<file path="config.mk">
export PLATFORM = sky130hd
export DESIGN_NAME = ins_fetch
export DESIGN_NICKNAME = d
export VERILOG_FILES = /design/src/rtl/ins_fetch.sv
export SDC_FILE = /design/constraint.sdc
export NUM_CORES = 1
export LEC_CHECK = 0
export ABC_AREA = 1
export ABC_CLOCK_PERIOD_IN_PS = 3200
export CAP_MARGIN = 20
export CORE_MARGIN = 2
export CORE_UTILIZATION = 49
export DETAILED_ROUTE_END_ITERATION = 8
export PLACE_DENSITY = 0.94
export SETUP_SLACK_MARGIN = 0.05
export SYNTH_ARGS = -nofsm -noshare
export SYNTH_HDL_FRONTEND = slang
export SYNTH_SLANG_ARGS = --single-unit
</file>
<file path="constraint.sdc">
create_clock -name i_clk -period 3.2 [get_ports i_clk]
set_input_delay 0.96 -clock i_clk [delete_from_list [all_inputs] [get_ports i_clk]]
set_output_delay 0.96 -clock i_clk [all_outputs]
set_load 0.05 [all_outputs]
</file>
<file path="src/rtl/ins_fetch.sv">
// rtl/ins_fetch.sv - instruction fetch stage: PC, synchronous imem read, stall/redirect/HALT
//
// Ports:
//   i_clk, i_rst_n            clock, asynchronous active-low reset
//   i_stall                   downstream not ready; freeze the fetch stage
//   i_redirect_valid/_pc      branch/call taken; restart fetch at word-aligned target
//   i_resume                  leave HALTED and continue after the HALT
//   o_imem_en, o_imem_addr    read request to synchronous instruction memory
//   i_imem_rdata              read data, one cycle after enable, held while idle
//   o_ins_out, o_ins_valid    registered instruction to decoder
//   o_pc_out, o_npc_out       PC of o_ins_out and its sequential successor
//   o_halted                  stage is in HALTED
//   o_misalign_err            sticky: misaligned redirect target seen
module ins_fetch #(
  parameter logic [31:0] RESET_PC = 32'h0000_0000,
  parameter logic [31:0] PC_INC   = 32'd4
) (
  input  logic        i_clk,
  input  logic        i_rst_n,
  input  logic        i_stall,
  input  logic        i_redirect_valid,
  input  logic [31:0] i_redirect_pc,
  input  logic        i_resume,
  output logic        o_imem_en,
  output logic [31:0] o_imem_addr,
  input  logic [31:0] i_imem_rdata,
  output logic [31:0] o_ins_out,
  output logic        o_ins_valid,
  output logic [31:0] o_pc_out,
  output logic [31:0] o_npc_out,
  output logic        o_halted,
  output logic        o_misalign_err
);

  localparam logic [31:0] NOP     = 32'h9400_0000;
  localparam logic [5:0]  HALT_OP = 6'b100100;

  typedef enum logic [1:0] {S_IDLE, S_RUN, S_HALTED} state_t;

  state_t      r_state;
  state_t      w_state_nxt;
  logic [31:0] r_pc_q;
  logic        r_inflight;
  logic [31:0] r_inflight_pc;
  logic [31:0] r_ins_out;
  logic        r_ins_valid;
  logic [31:0] r_pc_out;
  logic        r_misalign_err;

  // Fetch advances only in RUN with no stall and no redirect; this is also the
  // memory enable, so a stalled read leaves rdata untouched for later capture.
  logic w_advance;
  logic w_halt_cap;

  assign w_advance  = (r_state == S_RUN) && !i_stall && !i_redirect_valid;
  assign w_halt_cap = w_advance && r_inflight && (i_imem_rdata[31:26] == HALT_OP);

  // State register
  always_ff @(posedge i_clk or negedge i_rst_n) begin
    if (!i_rst_n) r_state <= S_IDLE;
    else          r_state <= w_state_nxt;
  end

  // Next-state logic; redirect beats everything, including a HALT capture
  always_comb begin
    w_state_nxt = r_state;
    if (i_redirect_valid) begin
      w_state_nxt = S_RUN;
    end else begin
      case (r_state)
        S_IDLE:   w_state_nxt = S_RUN;
        S_RUN:    if (w_halt_cap) w_state_nxt = S_HALTED;
        S_HALTED: if (i_resume) w_state_nxt = S_RUN;
        default:  w_state_nxt = S_IDLE;
      endcase
    end
  end

  // Output logic
  always_comb begin
    o_imem_en = w_advance;
    o_halted  = (r_state == S_HALTED);
  end

  // Datapath
  always_ff @(posedge i_clk or negedge i_rst_n) begin
    if (!i_rst_n) begin
      r_pc_q         <= RESET_PC;
      r_inflight     <= 1'b0;
      r_inflight_pc  <= 32'h0;
      r_ins_out      <= NOP;
      r_ins_valid    <= 1'b0;
      r_pc_out       <= 32'h0;
      r_misalign_err <= 1'b0;
    end else if (i_redirect_valid) begin
      // The word in flight belongs to the old path and is dropped.
      r_pc_q         <= {i_redirect_pc[31:2], 2'b00};
      r_inflight     <= 1'b0;
      r_ins_out      <= NOP;
      r_ins_valid    <= 1'b0;
      r_misalign_err <= r_misalign_err | (i_redirect_pc[1:0] != 2'b00);
    end else if (w_advance) begin
      if (r_inflight) begin
        r_ins_out   <= i_imem_rdata;
        r_pc_out    <= r_inflight_pc;
        r_ins_valid <= 1'b1;
      end else begin
        r_ins_out   <= NOP;
        r_ins_valid <= 1'b0;
      end
      if (w_halt_cap) begin
        // Discard the fetch issued this cycle; resume restarts right after the HALT.
        r_inflight <= 1'b0;
        r_pc_q     <= r_inflight_pc + PC_INC;
      end else begin
        r_inflight    <= 1'b1;
        r_inflight_pc <= r_pc_q;
        r_pc_q        <= r_pc_q + PC_INC;
      end
    end else if (r_state == S_HALTED) begin
      r_ins_out   <= NOP;
      r_ins_valid <= 1'b0;
    end
  end

  assign o_imem_addr    = r_pc_q;
  assign o_ins_out      = r_ins_out;
  assign o_ins_valid    = r_ins_valid;
  assign o_pc_out       = r_pc_out;
  assign o_npc_out      = r_pc_out + PC_INC;
  assign o_misalign_err = r_misalign_err;

endmodule
</file>
After elaboration in Yosys (flattened, before gate mapping)
Index checks and enable logic that the tools add are counted.
Storage, ports and cells
  register bits: 133
  bits in latches: 0
  bits in writable memories: 0
  memory bits (read-only): 0
  input port bits: 69
  output and inout port bits: 132
  logic and storage cells: 50
  memories kept: 0
Operators by class
  add/subtract/negate cells: 3
  $mul: 0
  div/mod/pow operators: 0
  $lt $le $gt $ge: 0
  equality and inequality tests: 5
  shifts and indexed selects: 0
  muxes and demuxes: 18
  bitwise operators: 3
  reduce and logical (&&, ||, !) cells: 13
Operators by type and width (count)
  $mux W32: 7
  $add A32 B3 Y32 const B: 3
  $mux W1: 7
  $eq A6 B6 Y1 const B: 1
  $mux W2: 3
  $ne A3 B3 Y1 const B: 2
  $pmux W2 S3: 1
  $reduce_and A3 Y1: 2
  $logic_and A1 B1 Y1: 4
  $reduce_bool A2 Y1: 2
  $reduce_bool A3 Y1: 1
  $eq A2 B1 Y1 const B: 1
  $eq A2 B2 Y1 const B: 1
  $logic_not A1 Y1: 2
  $logic_not A2 Y1: 1
  $not A1 Y1: 2
  $reduce_and A2 Y1: 1
  $or A1 B1 Y1: 1

Longest topological paths before layout
  word-level depth: 8
  gate-level depth with buffers: 17
  mapped depth without buffers: 16

Least setup slack after synthesis
OpenSTA, ideal clock, no wires.
  kind: reg2out
  start: reg r_pc_out[3], in the netlist o_pc_out[3]
  end: out o_npc_out[26]
  data arrival time: 2.907 ns
  data required time: 2.240 ns
  slack: -0.667 ns
  stages on the path, launching flop included: 10
  buffers on the path: 0
  cells stage by stage: dfrtp_1 ha_1 nand3_1 nor3b_1 nand4_1 nor2_1 nand2_1 inv_1 nand3_1 xor2_1
Between the ends
  cells in the longest elaborated chain, start to end: 1
Ends and longest elaborated chain
  start: declaration: RTL line 47  | logic [31:0] r_pc_out;
  start signal: assignment: RTL line 105  | r_pc_out <= r_inflight_pc;
  $add A32 B3 Y32: RTL line 130  | assign o_npc_out = r_pc_out + PC_INC;
  end: declaration: RTL line 30  | output logic [31:0] o_npc_out,
Every way passes these cells.

Final worst setup path
Same ends and word-level chain as after synthesis.

==> out/summary.json <==
{
  "status": "finished, violations left",
  "failed_checks": "DRC, setup timing",
  "drcViolationCount": 3,
  "yosys-top-cells-area": "sky130_fd_sc_hd__dfrtp_1 46%, sky130_fd_sc_hd__nand2_1 15%, sky130_fd_sc_hd__o21ai_0 4.5%",
  "final-max-slew-violation-count": 0,
  "clock-skew-final_ns": 0.0100,
  "yosys.cell_types.count": 42,
  "regToRegEndpoint": "o_imem_addr[27]",
  "design.die.area_um2": 15500,
  "ir_drop_v": 0.000449,
  "synth_top_area_share_pct": 45.7,
  "r2r_setup_slack_ns": 0.58,
  "cp.arrival_ns": 2.47,
  "fp.coreArea_um2": 14400,
  "cts.hold.buffers_added": 0,
  "clock_latency_ns": 0.43,
  "worstPathCellList": "ha_4, nand3_4, nor3b_4, nand4_1, nor2_2, nand2_2, inv_2, nand3_4, xor2_4, buf_12",
  "antenna_cells_inserted": 0,
  "grt.met1_usage_pct": 39.9,
  "routedWlPerCell_um": 20.1,
  "final_nets": 1213,
  "tritoncts": "done",
  "fmaxAchievable_mhz": 292,
  "fp.dieW_um": 125,
  "groute.usage.overall_pct": 32.7,
  "register_area_um2": 3340,
  "io-pin-count": 201,
  "filler_cell_count": 821,
  "cp-start-kind": "register",
  "setup_violations_final": 15,
  "final_layout_size_suffix_gt1_share_pct": 22.1,
  "endpoint": "o_npc_out[26]",
  "synthesis.area_per_instance_um2": 8.06,
  "grt_remaining_overflow": 0,
  "grt_antenna_before_repair": 0,
  "last_weighted_congestion_value_of_the_routability_driven_placer": 1.05,
  "leakage_uw": 0.00504,
  "clock_sinks": 133,
  "period_share_pct": 107,
  "area_growth_pct": 55.9,
  "dr_total_vias": 7884,
  "postLayoutSetupSlackWorst_ns": -0.226,
  "timing.critical_path.slowest_cell_delay_ns": 0.43,
  "final.min_clock_period_ns": 3.43,
  "root_buffer": "sky130_fd_sc_hd__clkbuf_16",
  "slew_headroom_pct": 40.3,
  "number_of_input_and_output_port_buffers_inserted": 200,
  "rsz0062_at_grt": "yes",
  "yosys_warnings": 0,
  "grt_use_met2_pct": 54.0,
  "first_iter_violations": 998,
  "synth_top_cell_by_area": "sky130_fd_sc_hd__dfrtp_1",
  "cts_inserted_buffers": 17,
  "worstSetupEndpointType": "output port",
  "busiest_layer": "met2",
  "timing.max_cap.violations": 0,
  "cts_htree_levels": 4,
  "reg2regPathDepth": 15,
  "worstPathRequired_ns": 2.24,
  "hold_path.class": "register to register",
  "critical-path-top-cell-by-count": "sky130_fd_sc_hd__nand3_4",
  "multiInputGateArea_um2": 3740,
  "clock_buffer_depth": 2,
  "tightest_slew_ns": 0.894,
  "postSynthRegisterBits": 133,
  "die_h_um": 125,
  "first_pass_iteration_count_of_the_detailed_router": 9,
  "start_util_pct": 49.6,
  "grt_first_pass_wirelength_mm": 40.5,
  "critPathMaxFanout": 4,
  "fp-row-count": 44,
  "ratio_of_total_power_to_cell_area_nw_per_um2": 625,
  "grt_max_degree": 80,
  "drt-total-wl_mm": 26.9,
  "via_count_of_the_first_global_routing_pass": 7772,
  "synth_nets": 955,
  "detailed_place_hpwl_mm": 17.6,
  "dp_slack_ns": -0.126,
  "start_point_of_the_critical_path": "o_pc_out[3]",
  "critical_path_class": "register to output port",
  "route.detailed.vias_per_inst": 5.89,
  "mappedNetlistArea_um2": 7130,
  "worst_path_max_delay_cell": "sky130_fd_sc_hd__dfrtp_2",
  "final.setup.tns_ns": -1.64,
  "clkSlewWorstSetupHoldPaths_ns": 0.06,
  "globalRouteMet3Util_pct": 7.77,
  "route.antenna.remaining_nets": 0,
  "netlist_instances": 884,
  "worst_r2r_startpoint": "r_state[1]",
  "seq_area_frac_synth_pct": 46.8,
  "report.final.hold_viol_count": 0
}
-- power breakdown --
part	leakage [uW]	switching [uW]	total [uW]	internal (uW)
registers	0.00169	285	2190	1910
clock network	0.000295	759	2080	1320
logic	0.00306	1710	2670	964
-- state kept, by name, summed over array words and instances, names as in the netlist --
signal,count
o_imem_addr,32
o_ins_out,32
o_pc_out,32
r_inflight_pc,32
r_state,2
o_ins_valid,1
o_misalign_err,1
r_inflight,1
-- cells in the mapped netlist --
cell / count
sky130_fd_sc_hd__nand3b_1: 1
sky130_fd_sc_hd__inv_2: 4
sky130_fd_sc_hd__xor2_1: 24
sky130_fd_sc_hd__buf_2: 1
sky130_fd_sc_hd__dfrtp_1: 130
sky130_fd_sc_hd__dfstp_2: 3
sky130_fd_sc_hd__inv_1: 85
sky130_fd_sc_hd__o211ai_1: 5
sky130_fd_sc_hd__and3b_1: 1
sky130_fd_sc_hd__o22a_1: 3
sky130_fd_sc_hd__nor3b_1: 1
sky130_fd_sc_hd__nor2_1: 52
sky130_fd_sc_hd__clkbuf_1: 28
sky130_fd_sc_hd__o21ai_4: 1
sky130_fd_sc_hd__clkinv_1: 2
sky130_fd_sc_hd__o22ai_1: 12
sky130_fd_sc_hd__buf_1: 1
sky130_fd_sc_hd__nor2_2: 8
sky130_fd_sc_hd__ha_1: 2
sky130_fd_sc_hd__nor3_1: 4
sky130_fd_sc_hd__nor2_4: 10
sky130_fd_sc_hd__o21ai_0: 64
sky130_fd_sc_hd__and2_1: 3
sky130_fd_sc_hd__nand2_2: 20
sky130_fd_sc_hd__nor3_2: 1
sky130_fd_sc_hd__a31oi_1: 3
sky130_fd_sc_hd__nand3_1: 45
sky130_fd_sc_hd__a32o_1: 2
sky130_fd_sc_hd__o21ai_2: 2
sky130_fd_sc_hd__nand4_1: 9
sky130_fd_sc_hd__a21oi_1: 4
sky130_fd_sc_hd__xnor2_1: 9
sky130_fd_sc_hd__nand2_1: 276
sky130_fd_sc_hd__a22o_1: 33
sky130_fd_sc_hd__o21bai_1: 16
sky130_fd_sc_hd__buf_4: 5
sky130_fd_sc_hd__nand2_4: 4
sky130_fd_sc_hd__nand4_4: 1
sky130_fd_sc_hd__o221ai_1: 2
sky130_fd_sc_hd__nor4_1: 1
sky130_fd_sc_hd__nand3_2: 4
sky130_fd_sc_hd__buf_6: 2
-- cell type report --
| type | instances | share of cell area (%) |
|---|---|---|
| sequential | 133 | 30.1 |
| multi-input combinational | 623 | 33.6 |
| clock buffer | 19 | 3.99 |
| clock inverter | 13 | 1.61 |
| tap | 184 | 2.07 |
| inverter | 91 | 3.08 |
| timing repair buffer | 276 | 25.6 |
-- per-layer routing --
| layer | part of all wire (%) | wire length [um] |
|---|---|---|
| met1 | 35 | 9410 |
| met2 | 49 | 13100 |
| met3 | 10 | 2750 |
| met4 | 6.0 | 1610 |
| met5 | 0 | 0 |
-- critical path: cells and delay by family, from the launching register on --
kind,cells,cell delay [ns]
simple gates,6,0.98
flops,1,0.43
buf+inv,2,0.25
xor+xnor,1,0.21
fa+ha+maj,1,0.18
-- what timing repair did --
action	CTS	global route
setup buffers	11	11
gates cloned	0	0
pin swaps	14	17
endpoints found under the hold margin	0	0
setup endpoints to repair	21	28
resized for setup	25	37
-- through the flow --
| stage | utilization (%) | instance area [um2] | cells | total power [uW] | hold slack (ns) |
|---|---|---|---|---|---|
| finish | 77.3 | 11100 | 1339 | 6940 | 0.486 |
| global route | 77.3 | 11100 | 1339 | 7140 | 0.504 |
| floorplan | - | 7370 | 884 | 3640 | 0.464 |
| detailed placement | 70.1 | 10100 | 1286 | 4730 | 0.467 |
| global placement | 70.1 | 10100 | 1286 | 4670 | 0.457 |
| CTS | 75.8 | 10900 | 1329 | 6840 | 0.484 |
-- cells in the final DEF (no fill, tap or decap), types with 4 or more instances in the layout --
cell type                         netlist  routed
sky130_fd_sc_hd__clkdlybuf4s50_1        0     172
sky130_fd_sc_hd__nand3_1               45      39
sky130_fd_sc_hd__nand3_2                4       7
sky130_fd_sc_hd__clkinvlp_4             0       4
sky130_fd_sc_hd__xor2_2                 0       4
sky130_fd_sc_hd__buf_6                  2       7
sky130_fd_sc_hd__nor2_4                10      21
sky130_fd_sc_hd__nand2_1              276     267
sky130_fd_sc_hd__o211ai_1               5       5
sky130_fd_sc_hd__clkbuf_16              0      17
sky130_fd_sc_hd__o21ai_0               64      64
sky130_fd_sc_hd__dfrtp_2                0       6
sky130_fd_sc_hd__buf_4                  5      71
sky130_fd_sc_hd__xnor2_1                9       5
sky130_fd_sc_hd__o22ai_1               12      12
sky130_fd_sc_hd__buf_12                 0      24
sky130_fd_sc_hd__inv_2                  4       7
sky130_fd_sc_hd__xor2_4                 0       8
sky130_fd_sc_hd__bufinv_16              0       4
sky130_fd_sc_hd__o21bai_1              16      16
sky130_fd_sc_hd__dfrtp_1              130     124
sky130_fd_sc_hd__nor2_2                 8      14
sky130_fd_sc_hd__nand2_2               20      27
sky130_fd_sc_hd__a22o_1                33      33
sky130_fd_sc_hd__clkinv_2               0       4
sky130_fd_sc_hd__nand2_4                4       6
sky130_fd_sc_hd__xnor2_2                0       4
sky130_fd_sc_hd__nand4_1                9       9
sky130_fd_sc_hd__nor2_1                52      35
sky130_fd_sc_hd__inv_1                 85      82
sky130_fd_sc_hd__xor2_1                24      12
-- cell families (layout without fill, tap and decap cells) --
kind of cell	Yosys count	after routing	synth area share, %
flip-flops	133	133	46.8
buffers and inverters	128	399	7.23
adder cells (fa/ha/maj)	2	2	0.351
AO/OA/AOI/OAI	147	147	13.7
XOR/XNOR	33	33	4.06
AND/OR/NAND/NOR	441	441	27.9
-- how the worst min path moves through the flow --
stage	depth (start not counted)	slack, ns	startpoint	endpoint
after floorplan	2	0.46	r_inflight_pc[3]	o_pc_out[3]
after global placement	2	0.46	o_ins_valid	o_ins_valid
after detailed placement	1	0.47	o_misalign_err	o_misalign_err
after CTS	1	0.48	o_misalign_err	o_misalign_err
after global routing	1	0.50	o_misalign_err	o_misalign_err
final	1	0.49	o_misalign_err	o_misalign_err
Power figures use the tool's default switching activity.
